===== config.mk =====
export PLATFORM = sky130hd
export DESIGN_NAME = alu_result_fifo_flat
export DESIGN_NICKNAME = d
export VERILOG_FILES = /design/src/rtl/alu_pkg.sv /design/src/rtl/alu_result_fifo_if.sv /design/src/rtl/alu_sync_fifo.sv /design/src/rtl/alu_result_fifo.sv /design/src/flat_wrapper.sv
export SDC_FILE = /design/constraint.sdc
export NUM_CORES = 1
export LEC_CHECK = 0
export BUFFER_PORTS_ARGS = -buffer_cell sky130_fd_sc_hd__buf_4
export CORE_MARGIN = 3
export CORE_UTILIZATION = 35
export DETAILED_ROUTE_END_ITERATION = 7
export PLACE_DENSITY = 0.67
export RECOVER_POWER = 50
export REMOVE_ABC_BUFFERS = 1
export SYNTH_ARGS = -nofsm -noshare
export SYNTH_HDL_FRONTEND = slang
export SYNTH_SLANG_ARGS = --single-unit

===== constraint.sdc =====
create_clock -name clk -period 2.47 [get_ports clk]
set_input_delay 0.1235 -clock clk [delete_from_list [all_inputs] [get_ports clk]]
set_output_delay 0.1235 -clock clk [all_outputs]
set_load 0.02 [all_outputs]

===== src/rtl/alu_pkg.sv =====
// Shared ALU definitions: default result width, source-unit IDs, buffered entry layout.
// Latency: none (types and constants only).
// Backpressure: not applicable.
package alu_pkg;

    localparam int ALU_DATA_W = 16;

    localparam logic [1:0] UNIT_ARITH = 2'd0;
    localparam logic [1:0] UNIT_LOGIC = 2'd1;
    localparam logic [1:0] UNIT_CMP   = 2'd2;
    localparam logic [1:0] UNIT_SHIFT = 2'd3;

    // One buffered result at the default width: source tag above the raw data.
    typedef struct packed {
        logic [1:0]                   unit;
        logic signed [ALU_DATA_W-1:0] data;
    } entry_t;

endpackage


===== src/rtl/alu_result_fifo_if.sv =====
// Result stream from the collection FIFO to its consumer.
// Latency: none (wires only).
// Backpressure: consumer holds Res_ready low to keep the head entry presented.
interface alu_result_fifo_if
    import alu_pkg::*;
#(
    parameter int DATA_W = ALU_DATA_W
);
    logic                     Res_valid;
    logic                     Res_ready;
    logic signed [DATA_W-1:0] Res_data;
    logic [1:0]               Res_unit;

    modport master (output Res_valid, Res_data, Res_unit, input Res_ready);
    modport slave  (input Res_valid, Res_data, Res_unit, output Res_ready);
endinterface


===== src/rtl/alu_sync_fifo.sv =====
// Generic synchronous FIFO, first-word-fall-through head, zero output when empty.
// Latency: a push is visible at the head one cycle later when the FIFO was empty.
// Backpressure: a push while full with no pop is dropped and flagged on drop.
module alu_sync_fifo #(
    parameter int WIDTH = 18,
    parameter int DEPTH = 4,
    parameter int CNT_W = $clog2(DEPTH + 1)
) (
    input  logic             clk,
    input  logic             rst,
    input  logic             push_vld,
    input  logic [WIDTH-1:0] push_dat,
    input  logic             pop_rdy,
    output logic             pop_vld,
    output logic [WIDTH-1:0] pop_dat,
    output logic [CNT_W-1:0] count,
    output logic             full,
    output logic             drop
);
    localparam int PTR_W = $clog2(DEPTH);

    logic [PTR_W-1:0] wr_ptr_q, wr_ptr_d;
    logic [PTR_W-1:0] rd_ptr_q, rd_ptr_d;
    logic [CNT_W-1:0] count_q, count_d;
    logic [WIDTH-1:0] mem_q [DEPTH];
    logic [WIDTH-1:0] mem_d [DEPTH];
    logic             do_push;
    logic             do_pop;

    // Handshake decode and next-state for pointers, occupancy and storage.
    always_comb begin
        full     = (count_q == CNT_W'(DEPTH));
        pop_vld  = (count_q != '0);
        do_pop   = pop_vld && pop_rdy;
        // A pop on the same edge frees a slot, so a full FIFO still accepts.
        do_push  = push_vld && (!full || do_pop);
        drop     = push_vld && full && !do_pop;
        pop_dat  = pop_vld ? mem_q[rd_ptr_q] : '0;
        count    = count_q;

        wr_ptr_d = wr_ptr_q;
        rd_ptr_d = rd_ptr_q;
        count_d  = count_q;
        mem_d    = mem_q;

        if (do_push) begin
            mem_d[wr_ptr_q] = push_dat;
            wr_ptr_d        = wr_ptr_q + PTR_W'(1);
        end
        if (do_pop) begin
            rd_ptr_d = rd_ptr_q + PTR_W'(1);
        end
        case ({do_push, do_pop})
            2'b10:   count_d = count_q + CNT_W'(1);
            2'b01:   count_d = count_q - CNT_W'(1);
            default: count_d = count_q;
        endcase
    end

    // Pointer and occupancy registers; reset discards everything buffered.
    always_ff @(posedge clk) begin
        if (!rst) begin
            wr_ptr_q <= '0;
            rd_ptr_q <= '0;
            count_q  <= '0;
        end else begin
            wr_ptr_q <= wr_ptr_d;
            rd_ptr_q <= rd_ptr_d;
            count_q  <= count_d;
        end
    end

    // Storage has no reset; stale contents are never visible because count gates the head.
    always_ff @(posedge clk) begin
        mem_q <= mem_d;
    end

endmodule


===== src/rtl/alu_result_fifo.sv =====
// Collects ALU unit results by fixed priority, tags them with their source and buffers them.
// Latency: one cycle from a flag to Res_valid when the buffer was empty.
// Backpressure: Res_ready low holds the head; results arriving while full are dropped (sticky Overflow_err).
module alu_result_fifo
    import alu_pkg::*;
#(
    parameter int DATA_W = ALU_DATA_W,
    parameter int DEPTH  = 4,
    parameter int CNT_W  = $clog2(DEPTH + 1)
) (
    input  logic                     clk,
    input  logic                     rst,
    input  logic signed [DATA_W-1:0] Arith_Out,
    input  logic                     Arith_Flag,
    input  logic signed [DATA_W-1:0] Logic_Out,
    input  logic                     Logic_Flag,
    input  logic signed [DATA_W-1:0] CMP_Out,
    input  logic                     CMP_Flag,
    input  logic signed [DATA_W-1:0] Shift_Out,
    input  logic                     Shift_Flag,
    input  logic                     Err_clr,
    alu_result_fifo_if.master        res,
    output logic [CNT_W-1:0]         Count,
    output logic                     Full,
    output logic                     Overflow_err,
    output logic                     Collision_err
);
    localparam int ENT_W = DATA_W + 2;

    logic [3:0]        flags;
    logic              sel_vld;
    logic [1:0]        sel_unit;
    logic [DATA_W-1:0] sel_dat;
    logic              multi_flag;
    logic              fifo_drop;
    logic [ENT_W-1:0]  head_dat;
    logic              overflow_q, overflow_d;
    logic              collision_q, collision_d;

    // Fixed-priority select Arith > Logic > CMP > Shift; losers of a collision are discarded.
    always_comb begin
        flags      = {Arith_Flag, Logic_Flag, CMP_Flag, Shift_Flag};
        sel_vld    = (flags != 4'd0);
        // Clearing the lowest set bit leaves something only if two or more flags are set.
        multi_flag = ((flags & (flags - 4'd1)) != 4'd0);
        sel_unit   = UNIT_SHIFT;
        sel_dat    = Shift_Out;
        if (Arith_Flag) begin
            sel_unit = UNIT_ARITH;
            sel_dat  = Arith_Out;
        end else if (Logic_Flag) begin
            sel_unit = UNIT_LOGIC;
            sel_dat  = Logic_Out;
        end else if (CMP_Flag) begin
            sel_unit = UNIT_CMP;
            sel_dat  = CMP_Out;
        end
    end

    alu_sync_fifo #(
        .WIDTH (ENT_W),
        .DEPTH (DEPTH),
        .CNT_W (CNT_W)
    ) u_fifo (
        .clk      (clk),
        .rst      (rst),
        .push_vld (sel_vld),
        .push_dat ({sel_unit, sel_dat}),
        .pop_rdy  (res.Res_ready),
        .pop_vld  (res.Res_valid),
        .pop_dat  (head_dat),
        .count    (Count),
        .full     (Full),
        .drop     (fifo_drop)
    );

    // Head entry is already zero when empty, so the split needs no extra gating.
    always_comb begin
        res.Res_unit = head_dat[ENT_W-1 -: 2];
        res.Res_data = head_dat[DATA_W-1:0];
    end

    // Sticky error next-state: a new event wins over a clear on the same edge.
    always_comb begin
        overflow_d  = fifo_drop  || (overflow_q  && !Err_clr);
        collision_d = multi_flag || (collision_q && !Err_clr);
    end

    // Sticky error registers.
    always_ff @(posedge clk) begin
        if (!rst) begin
            overflow_q  <= 1'b0;
            collision_q <= 1'b0;
        end else begin
            overflow_q  <= overflow_d;
            collision_q <= collision_d;
        end
    end

    assign Overflow_err  = overflow_q;
    assign Collision_err = collision_q;

endmodule

===== src/flat_wrapper.sv =====
// flat-port wrapper written by rule: the top's interface ports become plain ports
module alu_result_fifo_flat import alu_pkg::*;
#(
    parameter int DATA_W = ALU_DATA_W,
    parameter int DEPTH  = 4,
    parameter int CNT_W  = $clog2(DEPTH + 1)
)
  (clk, rst, Arith_Out, Arith_Flag, Logic_Out, Logic_Flag, CMP_Out, CMP_Flag, Shift_Out, Shift_Flag, Err_clr, Count, Full, Overflow_err, Collision_err, res_Res_valid, res_Res_data, res_Res_unit, res_Res_ready);
  alu_result_fifo_if #(.DATA_W(DATA_W)) res_i ();
  input  logic clk;
  input  logic rst;
  input  logic signed [DATA_W-1:0] Arith_Out;
  input  logic Arith_Flag;
  input  logic signed [DATA_W-1:0] Logic_Out;
  input  logic Logic_Flag;
  input  logic signed [DATA_W-1:0] CMP_Out;
  input  logic CMP_Flag;
  input  logic signed [DATA_W-1:0] Shift_Out;
  input  logic Shift_Flag;
  input  logic Err_clr;
  output logic [CNT_W-1:0] Count;
  output logic Full;
  output logic Overflow_err;
  output logic Collision_err;
  output wire logic [$bits(res_i.Res_valid)-1:0] res_Res_valid;
  output wire logic [$bits(res_i.Res_data)-1:0] res_Res_data;
  output wire logic [$bits(res_i.Res_unit)-1:0] res_Res_unit;
  input wire logic [$bits(res_i.Res_ready)-1:0] res_Res_ready;
  assign res_Res_valid = res_i.Res_valid;
  assign res_Res_data = res_i.Res_data;
  assign res_Res_unit = res_i.Res_unit;
  assign res_i.Res_ready = res_Res_ready;
  alu_result_fifo #(.DATA_W(DATA_W), .DEPTH(DEPTH), .CNT_W(CNT_W)) u_core (.clk(clk), .rst(rst), .Arith_Out(Arith_Out), .Arith_Flag(Arith_Flag), .Logic_Out(Logic_Out), .Logic_Flag(Logic_Flag), .CMP_Out(CMP_Out), .CMP_Flag(CMP_Flag), .Shift_Out(Shift_Out), .Shift_Flag(Shift_Flag), .Err_clr(Err_clr), .res(res_i), .Count(Count), .Full(Full), .Overflow_err(Overflow_err), .Collision_err(Collision_err));
endmodule

# Yosys cells after proc, flatten, opt, wreduce, memory -nomap -nowiden
# Index checks and enable logic that the tools add are counted.
# classes
add_sub_neg	5
n_mul	0
div	0
magnitude_cmp	3
n_eq_ne	3
n_shift	0
mux	14
n_bitwise	3
n_reduce_logical	17
# op_table
op	n
$bwmux W72	1
$mux W18	4
$mux W16	3
$bmux W18 S2	1
$demux W18 S2	1
$reduce_bool A4 Y1	2
$logic_and A1 B1 Y1	7
$ge A3 B3 Y1 const B	2
$not A2 Y3	2
$pmux W3 S2	1
$add A2 B1 Y2 const B	2
$and A4 B4 Y4	1
$mux W2	2
$sub A4 B1 Y4 const B	1
$add A3 B1 Y3 const B	1
$eq A3 B3 Y1 const B	1
$logic_not A1 Y1	3
$logic_or A1 B1 Y1	3
$lt A3 B1 Y1 const B	1
$reduce_bool A3 Y1	1
$sub A3 B1 Y3 const B	1
$eq A2 B1 Y1 const B	1
$eq A2 B2 Y1 const B	1
$reduce_bool A2 Y1	1
$mux W1	1
# totals
register_bits	81
latch_bits	0
ram_bits	0
romBits	0
input_bits	72
output_inout_bits	25
n_memories	0

# Logic depth before layout (Yosys ltp)
# depth
word_depth	6
ltp_mapped	7
mapped_depth_nobuf	6

# By module
# From an unflattened synthesis, not the netlist that was laid out.
# unflattened
cells_unflattened	252
hier_area_um2	3846.2
# modules_own_cells
mod	n_inst	cells_each	area_each_um2	seq_area_each_um2
alu_sync_fifo	1	167	3186.8	2302.2
alu_result_fifo	1	85	659.4	40.0

# Least setup slack after synthesis
# OpenSTA, ideal clock, no wires.
# synth_path
kind	register to register
from	reg u_core.u_fifo.count_q[0], in the netlist u_core.u_fifo.count[0]
to	reg u_core.u_fifo.count_q[2], in the netlist u_core.u_fifo.count[2]
t_arrival_ns	2.020
setup_slack_ns	0.331
path_stages_with_launch	7
n_path_buf	0
period_less_slack_ns	2.139
cell_sequence	dfxtp_1 -> or3_1 -> nand3_1 -> fa_1 -> or3_1 -> and3_1 -> o31a_1
# synth_between
elab_chain_len	6
# synth_lines
element	line	source
from (decl)	alu_sync_fifo.sv:24	logic [CNT_W-1:0] count_q, count_d;
from (signal assigned)	alu_sync_fifo.sv:69	count_q <= count_d;
$eq A3 B3 Y1 or $reduce_bool A3 Y1 (tied branches)	alu_sync_fifo.sv:32, alu_sync_fifo.sv:33	
$logic_not A1 Y1 or $logic_and A1 B1 Y1 (tied branches)	alu_sync_fifo.sv:36, alu_sync_fifo.sv:34	
$logic_or A1 B1 Y1	alu_sync_fifo.sv:36	do_push = push_vld && (!full || do_pop);
$logic_and A1 B1 Y1	alu_sync_fifo.sv:36	
$eq A2 B1 Y1 or $eq A2 B2 Y1 (tied branches)	alu_sync_fifo.sv:53	case ({do_push, do_pop})
$pmux W3 S2 or $reduce_bool A2 Y1 (tied branches)	n/a	
# Several ways; a longest one is shown, not always the timed one.
# A chain may end at the register's enable or synchronous reset.

# Worst setup path in the final report
# layout_path
from	reg u_core.u_fifo.count_q[1], in the netlist u_core.u_fifo.count[1]
to	out res_Res_data[15]
# layout_between
elab_chain_len	2
# layout_lines
element	line	source
$reduce_bool A3 Y1	alu_sync_fifo.sv:33	pop_vld = (count_q != '0);
$mux W18	alu_sync_fifo.sv:38	pop_dat = pop_vld ? mem_q[rd_ptr_q] : '0;
to (decl)	flat_wrapper.sv:26	output wire logic [$bits(res_i.Res_data)-1:0] res_Res_data;
# Every way passes these cells.

==> flow_summary_export.csv <==
group,metric,value,unit
run_status,run_status,"finished with violations",
run_status,violations,"max-capacitance violations, max-slew violations",
finish,filler_cell_count,946,
finish,antenna-diode-count,0,
logic_synthesis,synthArstFlopShare,0,%
placed_design,port-buffer-count,96,
pwr,power_switching,1.40,mW
pwr,cell_internal_pwr,2.97,mW
logic_synthesis,post_synth_num_cell_types,33,
global_route,grt_start_max_net_pins,37,
finish,finalNonFillerCells,507,
sta,fmaxAchievable,466,MHz
logic_synthesis,avgSynthCellArea,14.1,um2
pwr,vdd.ir_drop.worst,357,uV
global_route,globalRouteTotalUtil,13.7,%
logic_synthesis,synthesized_area,3780,um2
sta,timing.final.setup_violations,0,
pwr,share_clk_of_total_power,20.6,%
logic_synthesis,yosys_register_bits,81,
global_route,grt_antenna_before_repair,0,
die,total_i_o_pin_count,97,
clocking,cts_buffer_depth,2,
clocking,worst_setup_hold_path_clk_slew,80,ps
routing,drc,0,
routing,drt_first_iter_violations,96,
die,fp.coreArea,10400,um2
routing,vias,2405,
pwr,sw_frac_of_total,32.0,%
critical_path,r2r_start,"u_core.u_fifo.count[1]",
clocking,worstSkewPairLatency,330,ps
pwr,share_comb_of_total_power,36.2,%
logic_synthesis,synth-warning-count,0,
clocking,tritoncts_num_sinks,81,
worst_hold_path,holdPathStages,3,
die,floorplan.rows,37,
sta,relSlewSlack,-12.3,%
critical_path,ff2ff_path_depth,6,
routing,detail_route.wirelength,8070,um
routing,drt-wirelength-per-cell,15.9,um
sta,slew_violations,36,
clocking,post_cts.resized_instances,0,
critical_path,required,2350,ps
critical_path,timing.critical_path.to_type,"primary output",
critical_path,timing.critical_path.slowest_stage_cell,"sky130_fd_sc_hd__clkbuf_1",
die,die_width,110,um
critical_path,critPathArrivalTime,2020,ps
sta,fin_crit_sh,86.8,%
critical_path,path_cells,"or3_1, clkbuf_1, and2_1, buf_4",
worst_hold_path,holdCritStartpoint,"Err_clr",
global_route,gr-total-overflow,0,
clocking,hold_fix_buffer_count_after_cts,0,
routing,drtPass1Iterations,4,
finish,areaGrowthSynthToFinish,26.9,%
logic_synthesis,synth_enable_flop_cells,72,
critical_path,critical_path.n_buffers_inverters,2,
sta,timing_hold_violations_final,0,
pwr,p_total,4.37,mW
critical_path,crit_cells,4,
sta,transition_at_the_pin_with_the_smallest_max_transition_slack,1680,ps
placed_design,placed_cells,492,
critical_path,startpoint_type,"flip-flop",
sta,period_minus_slack,2140,ps
sta,timing.clock.skew,12.4,ps
worst_hold_path,holdCritPathClass,"input pin to flip-flop",
die,die_height,110,um
routing,avgViaCountPerCell,4.74,
logic_synthesis,sequential_to_total_area_share_from_yosys_stat,61.9,%
clocking,cts_post_setup_buffers_inserted,0,
finish,layout.area.seq,2340,um2
critical_path,critPathMaxStageDelay,670,ps
die,die-area,12100,um2
critical_path,crit_family,"buffers and inverters",
pwr,power.leakage,1.82,nW
global_route,number_of_global_route_vias_before_repair,2408,
placed_design,globalplace.congestion,0.685,
routing,antenna_violating_nets_post_route,0,
placed_design,dpl.hpwl,5580,um
finish,final_net_count,444,
global_route,first_pass_grt_wire_length,12400,um
die,initial_utilization,36.3,%
job,max_cap_viol_count,1,
clocking,tritoncts.num_buffers,9,
critical_path,critPathKind,"flip-flop to primary output",
clocking,cts_root_buf,"sky130_fd_sc_hd__clkbuf_8",
finish,multi_input_comb_area,1330,um2
logic_synthesis,synth_ff_type,"sky130_fd_sc_hd__edfxtp_1",
pwr,power_frac_seq,43.2,%
pwr,power_per_cell_area,910,nW/um2
critical_path,timing.critical_path.fanout_max,21,
sta,rsz0062_at_grt,"false",
finish,drive_above_1_share,35.3,%
clocking,cts_htree_levels,3,
critical_path,startpoint,"u_core.u_fifo.count[1]",
logic_synthesis,synthCells,269,
clocking,cts_tree,"built",
per-layer routing:
layer	track usage (%)	vias up	wire length, um
li1	-	1194	-
met1	17.7	1146	3470
met2	23.7	60	4180
met3	2.23	5	363
met4	3.74	0	55
met5	0	-	0
power by group through the flow:
| stage | Combinational, mW | Clock (mW) | Sequential [mW] |
|---|---|---|---|
| 6_report | 1.58 | 0.899 | 1.89 |
| 3_5_place_dp | 1.67 | 0 | 1.93 |
| 3_3_place_gp | 1.64 | 0 | 1.91 |
| 4_1_cts | 1.67 | 0.921 | 1.89 |
| 5_1_grt | 1.72 | 0.982 | 1.92 |
| 2_1_floorplan | 0.907 | 0 | 1.95 |
worst reg2reg max path: stages (launching register included):
cell and delay, ps:
sky130_fd_sc_hd__dfxtp_1 440, sky130_fd_sc_hd__or3_1 160, sky130_fd_sc_hd__nand3_1 110, sky130_fd_sc_hd__fa_1 450, sky130_fd_sc_hd__or3_1 390, sky130_fd_sc_hd__and3_1 180
sky130_fd_sc_hd__o31a_1 280
layout by cell type (no fill, tap or decap), types with 2 or more instances in the layout:
cell type and count:
sky130_fd_sc_hd__and2_1 22, sky130_fd_sc_hd__and2_0 4, sky130_fd_sc_hd__mux2i_1 19, sky130_fd_sc_hd__clkbuf_1 10
sky130_fd_sc_hd__inv_1 6, sky130_fd_sc_hd__a21oi_1 18, sky130_fd_sc_hd__nand2b_1 3, sky130_fd_sc_hd__clkinvlp_4 3
sky130_fd_sc_hd__and3_1 2, sky130_fd_sc_hd__mux4_2 18, sky130_fd_sc_hd__nand2_1 20, sky130_fd_sc_hd__clkbuf_8 9
sky130_fd_sc_hd__nand3_1 3, sky130_fd_sc_hd__dfxtp_1 8, sky130_fd_sc_hd__buf_4 95, sky130_fd_sc_hd__o21ai_0 16
sky130_fd_sc_hd__nor2_1 18, sky130_fd_sc_hd__xnor2_1 3, sky130_fd_sc_hd__or3_1 2, sky130_fd_sc_hd__edfxtp_1 72
sky130_fd_sc_hd__ha_1 4
stage by stage:
| stage | worst slack [ps] | instance area, um2 | hold slack, ps | utilization (%) | setup TNS [ps] |
|---|---|---|---|---|---|
| after floorplan | -29.5 | 3700 | 245 | - | -29.5 |
| after global routing | 97.4 | 4800 | 58.9 | 46.1 | 0 |
| after global placement | 402 | 4650 | 412 | 44.6 | 0 |
| after detailed placement | 356 | 4650 | 418 | 44.6 | 0 |
| after CTS | 319 | 4830 | 52.9 | 46.4 | 0 |
| final | 325 | 4800 | 66.5 | 46.1 | 0 |
state kept, by name, summed over array words and instances, names as in the netlist:
name,flops
u_core.u_fifo.mem_q,72
u_core.u_fifo.count,3
u_core.u_fifo.rd_ptr_q,2
u_core.u_fifo.wr_ptr_q,2
u_core.Collision_err,1
u_core.Overflow_err,1
cell families after synthesis:
| kind of cell | synth area share [%] |
|---|---|
| simple gates | 11.0 |
| fa+ha+maj | 2.12 |
| buf+inv | 2.84 |
| compound gates | 5.62 |
| flops | 61.9 |
| xor+xnor | 0.695 |
| mux | 15.7 |
cell type report:
class	count	area share [%]
Multi-Input combinational cell	165	27.8
Sequential cell	81	48.8
Timing Repair Buffer	104	15.6
Tap cell	136	3.54
Inverter	6	0.469
Clock buffer	10	2.66
Clock inverter	5	1.20
synthesized netlist by cell type (2+ instances only):
master | number | area, um2
sky130_fd_sc_hd__or3_1 | 2 | 12.5
sky130_fd_sc_hd__ha_1 | 4 | 50.1
sky130_fd_sc_hd__and2_1 | 26 | 163
sky130_fd_sc_hd__buf_2 | 5 | 25.0
sky130_fd_sc_hd__nand3_1 | 3 | 15.0
sky130_fd_sc_hd__nand2_1 | 20 | 75.1
sky130_fd_sc_hd__clkbuf_1 | 9 | 33.8
sky130_fd_sc_hd__buf_4 | 2 | 15.0
sky130_fd_sc_hd__o21ai_0 | 16 | 80.1
sky130_fd_sc_hd__dfxtp_1 | 9 | 180
sky130_fd_sc_hd__xnor2_1 | 3 | 26.3
sky130_fd_sc_hd__mux2i_1 | 19 | 190
sky130_fd_sc_hd__mux4_2 | 18 | 405
sky130_fd_sc_hd__inv_1 | 6 | 22.5
sky130_fd_sc_hd__nand2b_1 | 3 | 18.8
sky130_fd_sc_hd__nor2_1 | 18 | 67.6
sky130_fd_sc_hd__a21oi_1 | 18 | 90.1
sky130_fd_sc_hd__and3_1 | 2 | 12.5
sky130_fd_sc_hd__edfxtp_1 | 72 | 2160
worst paths after layout:
check | to | slack [ps]
max | res_Res_data[15] | 330
min | u_core.Overflow_err | 70
max reg2reg | u_core.u_fifo.count[2] | 370
min reg2reg | u_core.Overflow_err | 490
Note: power is estimated with default switching activity, not from simulation.
